### src/rtl/aes128_enc_seq.sv
// rtl/aes128_enc_seq.sv - iterative AES-128 encryption engine, one round per clock
//
// Purpose: accepts a plaintext/key pair over a valid/ready handshake, runs the
// ten AES-128 rounds through one shared combinational round datapath with an
// on-the-fly key-schedule step, and presents the ciphertext over a second
// valid/ready handshake.
//
// Ports:
//   clk         rising-edge clock
//   rst_n       synchronous active-low reset
//   in_valid    plaintext/key offered
//   in_ready    engine idle and able to accept a job
//   plaintext   128-bit block, byte 0 at [127:120], column-major
//   key         128-bit cipher key, same byte order
//   out_valid   ciphertext available
//   out_ready   consumer accepts ciphertext
//   ciphertext  128-bit result, same byte order
//   busy        rounds in progress
//   round       round being computed (1..10), 0 otherwise

module aes128_enc_seq (
    input  logic         clk,
    input  logic         rst_n,
    input  logic         in_valid,
    output logic         in_ready,
    input  logic [127:0] plaintext,
    input  logic [127:0] key,
    output logic         out_valid,
    input  logic         out_ready,
    output logic [127:0] ciphertext,
    output logic         busy,
    output logic [3:0]   round
);

    typedef enum logic [1:0] {
        S_IDLE = 2'd0,
        S_RUN  = 2'd1,
        S_DONE = 2'd2
    } state_t;

    // Forward S-box, entry 0 in the top byte.
    localparam logic [2047:0] SBOX_TBL = {
        128'h637c777bf26b6fc53001672bfed7ab76,
        128'hca82c97dfa5947f0add4a2af9ca472c0,
        128'hb7fd9326363ff7cc34a5e5f171d83115,
        128'h04c723c31896059a071280e2eb27b275,
        128'h09832c1a1b6e5aa0523bd6b329e32f84,
        128'h53d100ed20fcb15b6acbbe394a4c58cf,
        128'hd0efaafb434d338545f9027f503c9fa8,
        128'h51a3408f929d38f5bcb6da2110fff3d2,
        128'hcd0c13ec5f974417c4a77e3d645d1973,
        128'h60814fdc222a908846eeb814de5e0bdb,
        128'he0323a0a4906245cc2d3ac629195e479,
        128'he7c8376d8dd54ea96c56f4ea657aae08,
        128'hba78252e1ca6b4c6e8dd741f4bbd8b8a,
        128'h703eb5664803f60e613557b986c11d9e,
        128'he1f8981169d98e949b1e87e9ce5528df,
        128'h8ca1890dbfe6426841992d0fb054bb16
    };

    function automatic logic [7:0] sbox(input logic [7:0] b);
        logic [10:0] idx;
        // Entry b occupies bits [2047-8b -: 8]; {~b, 3'b111} is that top bit.
        idx = {~b, 3'b111};
        return SBOX_TBL[idx -: 8];
    endfunction

    function automatic logic [7:0] xtime(input logic [7:0] b);
        return {b[6:0], 1'b0} ^ (b[7] ? 8'h1b : 8'h00);
    endfunction

    function automatic logic [31:0] sub_word(input logic [31:0] w);
        return {sbox(w[31:24]), sbox(w[23:16]), sbox(w[15:8]), sbox(w[7:0])};
    endfunction

    function automatic logic [127:0] sub_bytes(input logic [127:0] s);
        logic [127:0] r;
        r = '0;
        for (int i = 0; i < 16; i++) begin
            r[7'(127 - 8 * i) -: 8] = sbox(s[7'(127 - 8 * i) -: 8]);
        end
        return r;
    endfunction

    // Byte (row rr, column c) sits at index 4c+rr; row rr rotates left by rr.
    function automatic logic [127:0] shift_rows(input logic [127:0] s);
        logic [127:0] r;
        r = '0;
        for (int c = 0; c < 4; c++) begin
            for (int rr = 0; rr < 4; rr++) begin
                r[7'(127 - 8 * (4 * c + rr)) -: 8] =
                    s[7'(127 - 8 * (4 * ((c + rr) % 4) + rr)) -: 8];
            end
        end
        return r;
    endfunction

    function automatic logic [31:0] mix_column(input logic [31:0] a);
        logic [7:0] a0, a1, a2, a3;
        logic [7:0] b0, b1, b2, b3;
        a0 = a[31:24];
        a1 = a[23:16];
        a2 = a[15:8];
        a3 = a[7:0];
        b0 = xtime(a0) ^ xtime(a1) ^ a1 ^ a2 ^ a3;
        b1 = a0 ^ xtime(a1) ^ xtime(a2) ^ a2 ^ a3;
        b2 = a0 ^ a1 ^ xtime(a2) ^ xtime(a3) ^ a3;
        b3 = xtime(a0) ^ a0 ^ a1 ^ a2 ^ xtime(a3);
        return {b0, b1, b2, b3};
    endfunction

    function automatic logic [127:0] mix_columns(input logic [127:0] s);
        logic [127:0] r;
        r = '0;
        for (int c = 0; c < 4; c++) begin
            r[7'(127 - 32 * c) -: 32] = mix_column(s[7'(127 - 32 * c) -: 32]);
        end
        return r;
    endfunction

    state_t         fsm_q;
    logic [127:0]   state_q;
    logic [127:0]   rk_q;
    logic [127:0]   ct_q;
    logic [7:0]     rcon_q;
    logic [3:0]     round_q;
    logic           in_ready_q;
    logic           out_valid_q;
    logic           busy_q;

    // Key-schedule step: next round key derived from the current one.
    logic [31:0]    w0, w1, w2, w3;
    logic [31:0]    w0_n, w1_n, w2_n, w3_n;
    logic [127:0]   rk_d;

    assign w0   = rk_q[127:96];
    assign w1   = rk_q[95:64];
    assign w2   = rk_q[63:32];
    assign w3   = rk_q[31:0];
    assign w0_n = w0 ^ sub_word({w3[23:0], w3[31:24]}) ^ {rcon_q, 24'h0};
    assign w1_n = w1 ^ w0_n;
    assign w2_n = w2 ^ w1_n;
    assign w3_n = w3 ^ w2_n;
    assign rk_d = {w0_n, w1_n, w2_n, w3_n};

    // Shared round datapath; the final round skips MixColumns.
    logic [127:0]   sr_state;
    logic [127:0]   state_d;

    assign sr_state = shift_rows(sub_bytes(state_q));
    assign state_d  = ((round_q == 4'd10) ? sr_state : mix_columns(sr_state)) ^ rk_d;

    always_ff @(posedge clk) begin
        if (!rst_n) begin
            fsm_q       <= S_IDLE;
            state_q     <= '0;
            rk_q        <= '0;
            ct_q        <= '0;
            rcon_q      <= 8'h00;
            round_q     <= 4'd0;
            in_ready_q  <= 1'b0;
            out_valid_q <= 1'b0;
            busy_q      <= 1'b0;
        end else begin
            case (fsm_q)
                S_IDLE: begin
                    // in_ready is registered, so it rises one cycle after reset.
                    in_ready_q <= 1'b1;
                    if (in_valid && in_ready_q) begin
                        state_q    <= plaintext ^ key;
                        rk_q       <= key;
                        round_q    <= 4'd1;
                        rcon_q     <= 8'h01;
                        busy_q     <= 1'b1;
                        in_ready_q <= 1'b0;
                        fsm_q      <= S_RUN;
                    end
                end
                S_RUN: begin
                    state_q <= state_d;
                    rk_q    <= rk_d;
                    rcon_q  <= xtime(rcon_q);
                    if (round_q == 4'd10) begin
                        round_q     <= 4'd0;
                        busy_q      <= 1'b0;
                        out_valid_q <= 1'b1;
                        ct_q        <= state_d;
                        fsm_q       <= S_DONE;
                    end else begin
                        round_q <= round_q + 4'd1;
                    end
                end
                S_DONE: begin
                    if (out_ready) begin
                        out_valid_q <= 1'b0;
                        in_ready_q  <= 1'b1;
                        fsm_q       <= S_IDLE;
                    end
                end
                default: begin
                    fsm_q <= S_IDLE;
                end
            endcase
        end
    end

    assign in_ready   = in_ready_q;
    assign out_valid  = out_valid_q;
    assign busy       = busy_q;
    assign round      = round_q;
    assign ciphertext = ct_q;

endmodule

### config.mk
export PLATFORM = sky130hd
export DESIGN_NAME = aes128_enc_seq
export DESIGN_NICKNAME = d
export VERILOG_FILES = /design/src/rtl/aes128_enc_seq.sv
export SDC_FILE = /design/constraint.sdc
export NUM_CORES = 2
export LEC_CHECK = 0
export ABC_CLOCK_PERIOD_IN_PS = 3600
export CORE_MARGIN = 2
export CORE_UTILIZATION = 45
export CTS_CLUSTER_DIAMETER = 200
export DETAILED_ROUTE_END_ITERATION = 12
export PLACE_DENSITY = 0.65
export SETUP_SLACK_MARGIN = 0.2
export SLEW_MARGIN = 20
export SYNTH_ARGS = -nofsm -noshare
export SYNTH_HDL_FRONTEND = slang
export SYNTH_SLANG_ARGS = --single-unit
export TNS_END_PERCENT = 30
### constraint.sdc
create_clock -name clk -period 3.6 [get_ports clk]
set_input_delay 0.72 -clock clk [delete_from_list [all_inputs] [get_ports clk]]
set_output_delay 0.72 -clock clk [all_outputs]
set_load 0.02 [all_outputs]
After elaboration in Yosys (flattened, before gate mapping):

Index checks and enable logic that the tools add are counted.

* flip-flop bits (word level): 337
* bits in latches: 0
* RAM bits: 0
* bits in read-only memories: 0
* input bits: 260
* output and inout port bits: 135
* memories: 0

* add/sub/neg operators: 1
* multiply operators: 0
* div/mod/pow operators: 0
* magnitude comparators: 0
* equality and inequality tests: 6
* shifts and indexed selects: 8
* mux-type cells: 24
* bitwise gates (word level): 16
* reductions and logical operators: 11

Operators by type and width (number)
* $shiftx 2055x12->8 const A: 8
* $pmux 128 s2: 1
* $xor 32x32->32: 5
* $mux 128: 1
* $mux 64: 2
* $pmux 64 s2: 1
* $xor 64x128->128: 1
* $not 8->8: 8
* $xor 64x64->64: 1
* $pmux 8 s2: 1
* $reduce_and 3->1: 3
* $mux 4: 2
* $mux 8: 1
* $pmux 4 s2: 1
* $xor 8x5->8: 1
* $mux 1: 6
* $mux 2: 3
* $ne 2x2->1 const B: 3
* $pmux 1 s2: 3
* $pmux 2 s3: 1
* $reduce_and 2->1: 3
* $reduce_bool 2->1: 3
* $mux 5: 1
* $add 4x1->4 const B: 1
* other kinds (5): 5

Logic depth before layout (Yosys ltp):

* depth in word-level cells: 9
* gate-level depth with buffers: 16
* depth with buffers taken out: 11

Worst setup path after synthesis:

Ideal clock, no wire load.

* path kind: register -> register
* start point: reg rk_q[1]
* end point: reg rk_q[15]
* setup time: 0.103 ns
* arrival time: 3.556 ns
* setup slack: -0.060 ns
* stages on the path, launching flop included: 15
* path through: dfxtp_1 buf_2 buf_2 inv_1 ha_1 buf_2 or2_2 a31oi_1 o21ai_1 mux4_2 mux2i_4 xor2_2 xor2_2 and3_1 a2111oi_2

* word-level cells in the longest chain between the ends: 8

Ends and longest elaborated chain
* start: declaration: line 123 `logic [127:0] rk_q;`
* start signal: assignment: line 171 `rk_q <= key;`
* start signal: assignment: line 181 `rk_q <= rk_d;`
* $not 8->8: line 64 `idx = {~b, 3'b111};`
* $shiftx 2055x12->8: line 65 `return SBOX_TBL[idx -: 8];`
* $xor 32x32->32 (2 in series): line 140 `assign w0_n = w0 ^ sub_word({w3[23:0], w3[31:24]}) ^ {rcon_q, 24'h0};`
* $xor 32x32->32: line 141 `assign w1_n = w1 ^ w0_n;`
* $xor 32x32->32: line 142 `assign w2_n = w2 ^ w1_n;`
* $xor 32x32->32: line 143 `assign w3_n = w3 ^ w2_n;`
* $pmux 128 s2: line 165 `case (fsm_q)`

Every way passes these cells.
A chain may end at the register's enable or synchronous reset.

Worst setup path after layout:

* start point: reg rk_q[8]
* end point: reg ct_q[54], in the netlist ciphertext[54]

* word-level cells in the longest chain between the ends: 7

Ends and longest elaborated chain
* $not 8->8: line 64
* $shiftx 2055x12->8: line 65
* $xor 32x32->32 (2 in series): line 140
* $xor 32x32->32: line 141
* $xor 32x32->32: line 142
* $xor 64x128->128: line 151 `assign state_d = ((round_q == 4'd10) ? sr_state : mix_columns(sr_state)) ^ rk_d;`
* end signal: assignment: line 187 `ct_q <= state_d;`
* end: declaration: line 124 `logic [127:0] ct_q;`

Every way passes these cells.

==> results.tsv <==
stage	metric	value	unit
critical_path	reg-to-reg startpoint	rk_q[8]	
routing	DR vias	53800	
synth	Syn. warnings	0	
critical_path	Most common cell on crit path	buf_4	
synth	area of the mapped netlist	0.0416	mm^2
clock_tree	Worst-Skew Late Latency	590	ps
cells_and_area	register area	0.00554	mm^2
hold_path	Worst Hold Launch	ciphertext[72]	
sta	Final Max Tran Viols	0	
global_routing	first-pass GRT wire length	322	mm
pwr	Combinational Power Share	76.5	%
cells_and_area	Diodes inserted	0	
hold_path	WHS Path Cells	2	
outcome	result of the run	completed	
critical_path	CP max stage cell	or3b_2	
floorplanning	Core ar.	0.0917	mm^2
global_routing	initial antenna violation count	5	
routing	DRT antenna net count	0	
critical_path	CP Capture Type	flip-flop	
cells_and_area	Final Net Count	6794	
sta	FMAX	290	MHz
critical_path	WP buf/inv	5	
clock_tree	Clock Path Buffers	3	
clock_tree	CTS tree	built	
clock_tree	Clock Pin Slew Worst Setup and Hold Paths	60	ps
routing	detailed-route DRC error count	0	
cells_and_area	Non-Filler Instances	7626	
synth	post-synthesis cell count	6019	
pwr	P_leak	18.9	nW
global_routing	grt total ovfl	0	
sta	Slew @ Worst Pin	1030	ps
critical_path	critical path class	flip-flop to flip-flop	
routing	routed wire length	220	mm
placed_design	worst slack, placed	-173	ps
sta	Hold Vio Cnt, Final	0	
pwr	VDD IR-drop max	483	uV
critical_path	delay of the slowest cell on the worst path	540	ps
placed_design	# placed instances	7539	
hold_path	hold worst-path end	ciphertext[72]	
pwr	P_sw	0.0167	W
floorplanning	Die Y	308	um
routing	initial DRC count	10300	
hold_path	min-delay worst type	flip-flop to flip-flop	
floorplanning	die width	308	um
sta	clock skew	40.1	ps
synth	register bit count reported by yosys	273	
floorplanning	Initial Util	45.4	%
sta	unrepaired setup endpoints after global routing	true	
cells_and_area	share of cells above drive strength 1	19.8	%
placed_design	Port Buffers	266	
placed_design	dpl hpwl	161	mm
job	Max Cap Violations	0	
global_routing	largest net degree at the start of global routing	152	
clock_tree	H-tree levels	2	
critical_path	Reg2Reg Depth	15	
sta	Max-slew headroom	31.5	%
synth	Avg Cell Area, Syn	6.91	um^2
critical_path	worst reg2reg endpoint	ciphertext[54]	
global_routing	total global-route track usage	44.0	%
cells_and_area	multi-input logic area	0.0335	mm^2
sta	Tcrit/Tclk final	95.9	%
pwr	Int Power	0.0156	W
placed_design	routability cong.	1.11	
synth	Post-synth ARST share	0	%
critical_path	Max FO, Critical Path	7	
routing	Pre-antenna DRT Iters	13	
clock_tree	root buf cell	clkbuf_16	
critical_path	CP required	4060	ps
pwr	sequential share of power	12.2	%
sta	Final WS setup	146	ps
critical_path	CP Launch Type	flip-flop	
critical_path	Cell Chain, Critical Path	inv_2 -> buf_4 -> ha_2 -> buf_4 -> or3b_2 -> o211ai_1 -> o211a_1 -> o31ai_1 -> o22ai_1 -> buf_4 -> xor2_2 -> xor3_1 -> buf_12 -> xor2_1 -> o21ai_0	
floorplanning	Rows	111	
floorplanning	area of the die	0.0949	mm^2
critical_path	CP top delay family	buffers and inverters	
critical_path	Worst Path Arrival	3910	ps
pwr	pwr dens	627	mW/mm^2
global_routing	number of global-route vias before repair	48500	
sta	Final Critical Period	3450	ps
cells_and_area	layout overhead on the synthesized area	23.8	%
critical_path	setup slack, reg-to-reg	150	ps
clock_tree	clk sinks	273	
sta	final setup fails	0	
synth	EDFF count, synth	0	
synth	Synth Flop Type	dfxtp_1	
synth	Yosys cell types	115	
synth	register area share after synthesis	13.1	%
pwr	Net Sw Frac	51.7	%
routing	drt wl/cell	28.8	um
cells_and_area	fillers	8842	
pwr	Clock Power Share	11.3	%
floorplanning	I/O pin count	395	
routing	DR vias/cell	7.06	
clock_tree	number of buffers created by CTS	35	
layout by cell type, fill, tap and decap left out, drive strengths merged, types with 98 or more instances in the layout:
cell	Yosys	final
nor3	201	201
nor2b	158	158
nand2b	186	186
ha	121	121
a211oi	157	157
nand3	208	208
dfxtp	273	273
nor2	482	482
o211ai	111	111
xnor2	130	130
clkdlybuf4s50	0	265
nand2	580	580
buf	352	798
a21oi	482	482
o21ai	436	436
a311oi	98	98
a31oi	155	155
tightest hold or removal path, stage by stage (launching register included):
cell and delay, ps:
dfxtp_1 310, nand2_1 50, a21oi_1 50
what timing repair did:
| item | in CTS | in global routing |
|---|---|---|
| endpoints found under the setup margin | 96 | 149 |
| hold buffers | 0 | 0 |
| cloned | 0 | 0 |
| pin swaps | 8 | 37 |
| setup buffers | 5 | 18 |
| gates resized for setup | 68 | 163 |
area by class of cell:
class,instances,share of cell area (%)
multi-input combinational,4955,64.9
timing repair buffer,1063,18.6
sequential,273,10.8
tap,1186,2.88
clock buffer,50,1.99
inverter,85,0.651
clock inverter,14,0.240
state kept, by name (all words and copies together), names as in the netlist:
signal / cells
rk_q: 128
ciphertext: 96
state_q: 32
rcon_q: 8
round: 4
fsm_q: 2
busy: 1
in_ready: 1
out_valid: 1
stage by stage:
step	hold slack (ps)	setup TNS, ps	total power [W]	instance area [um^2]	util, %
5_1_grt	475	0	0.0334	51500	56.2
3_3_place_gp	444	-628	0.0266	49200	53.7
3_5_place_dp	451	-555	0.0266	49200	53.7
2_1_floorplan	457	0	0.0168	41800	-
6_report	456	0	0.0323	51500	56.2
4_1_cts	459	0	0.0305	50600	55.3
logic make-up (layout without fill, tap and decap cells):
family	after synthesis	count (layout)	share of synthesized area, %
multiplexers	152	152	5.88
AND/OR/NAND/NOR	2195	2195	25.8
other	1	32	0.00901
adder cells (fa/ha/maj)	125	125	3.73
buffers and inverters	822	1212	9.01
flip-flops	273	273	13.1
XOR/XNOR	240	240	6.02
AO/OA/AOI/OAI	2211	2211	36.4
per-layer routing:
metal | track usage, % | vias up | wire length, um
met1 | 58.2 | 25100 | 83900
met3 | 14.4 | 1004 | 31700
li1 | - | 23300 | -
met4 | 23.1 | 6 | 15300
met5 | 0 | - | 75
met2 | 63.1 | 4446 | 88900
synth_stat cells, types with 46 or more instances:
cell	number	area, um^2
a221oi_1	59	517
nor3_1	201	1010
o22ai_1	46	288
buf_4	71	533
buf_1	59	221
nor2b_1	158	988
a311oi_1	98	858
a211oi_1	156	1170
ha_1	121	1510
inv_1	64	240
a2111oi_0	49	429
a31oi_1	154	963
xnor2_1	120	1050
and3_1	66	413
xor2_1	83	727
o311ai_0	80	701
o31ai_1	58	435
clkbuf_1	385	1450
nand2_1	579	2170
and2_1	69	432
mux2i_1	61	611
nand3_1	208	1040
or3_1	55	344
dfxtp_1	273	5470
a21oi_1	477	2390
o21ai_0	429	2150
or2_2	51	319
buf_2	203	1020
mux4_2	71	1600
o211ai_1	109	818
nand2b_1	184	1150
nor2_1	480	1800
power by group through the flow:
stage	Clock, W	Combinational [W]	Sequential (W)
5_1_grt	0.00377	0.0256	0.00398
6_report	0.00364	0.0247	0.00396
3_5_place_dp	0	0.0225	0.00400
2_1_floorplan	0	0.0132	0.00363
3_3_place_gp	0	0.0226	0.00400
4_1_cts	0.00366	0.0229	0.00394
worst max-delay path by stage:
stage          depth (start not counted)      from        endpoint  slack (ps)
3_5_place_dp                          12  rk_q[17]  ciphertext[24]        -170
2_1_floorplan                         14   rk_q[8]        rk_q[19]         170
5_1_grt                               11  rk_q[27]         rk_q[7]         100
3_3_place_gp                          13  rk_q[17]  ciphertext[24]        -230
4_1_cts                               14   rk_q[1]        rk_q[13]         140
6_report                              15   rk_q[8]  ciphertext[54]         150
Note: power is estimated with default switching activity, not from simulation.
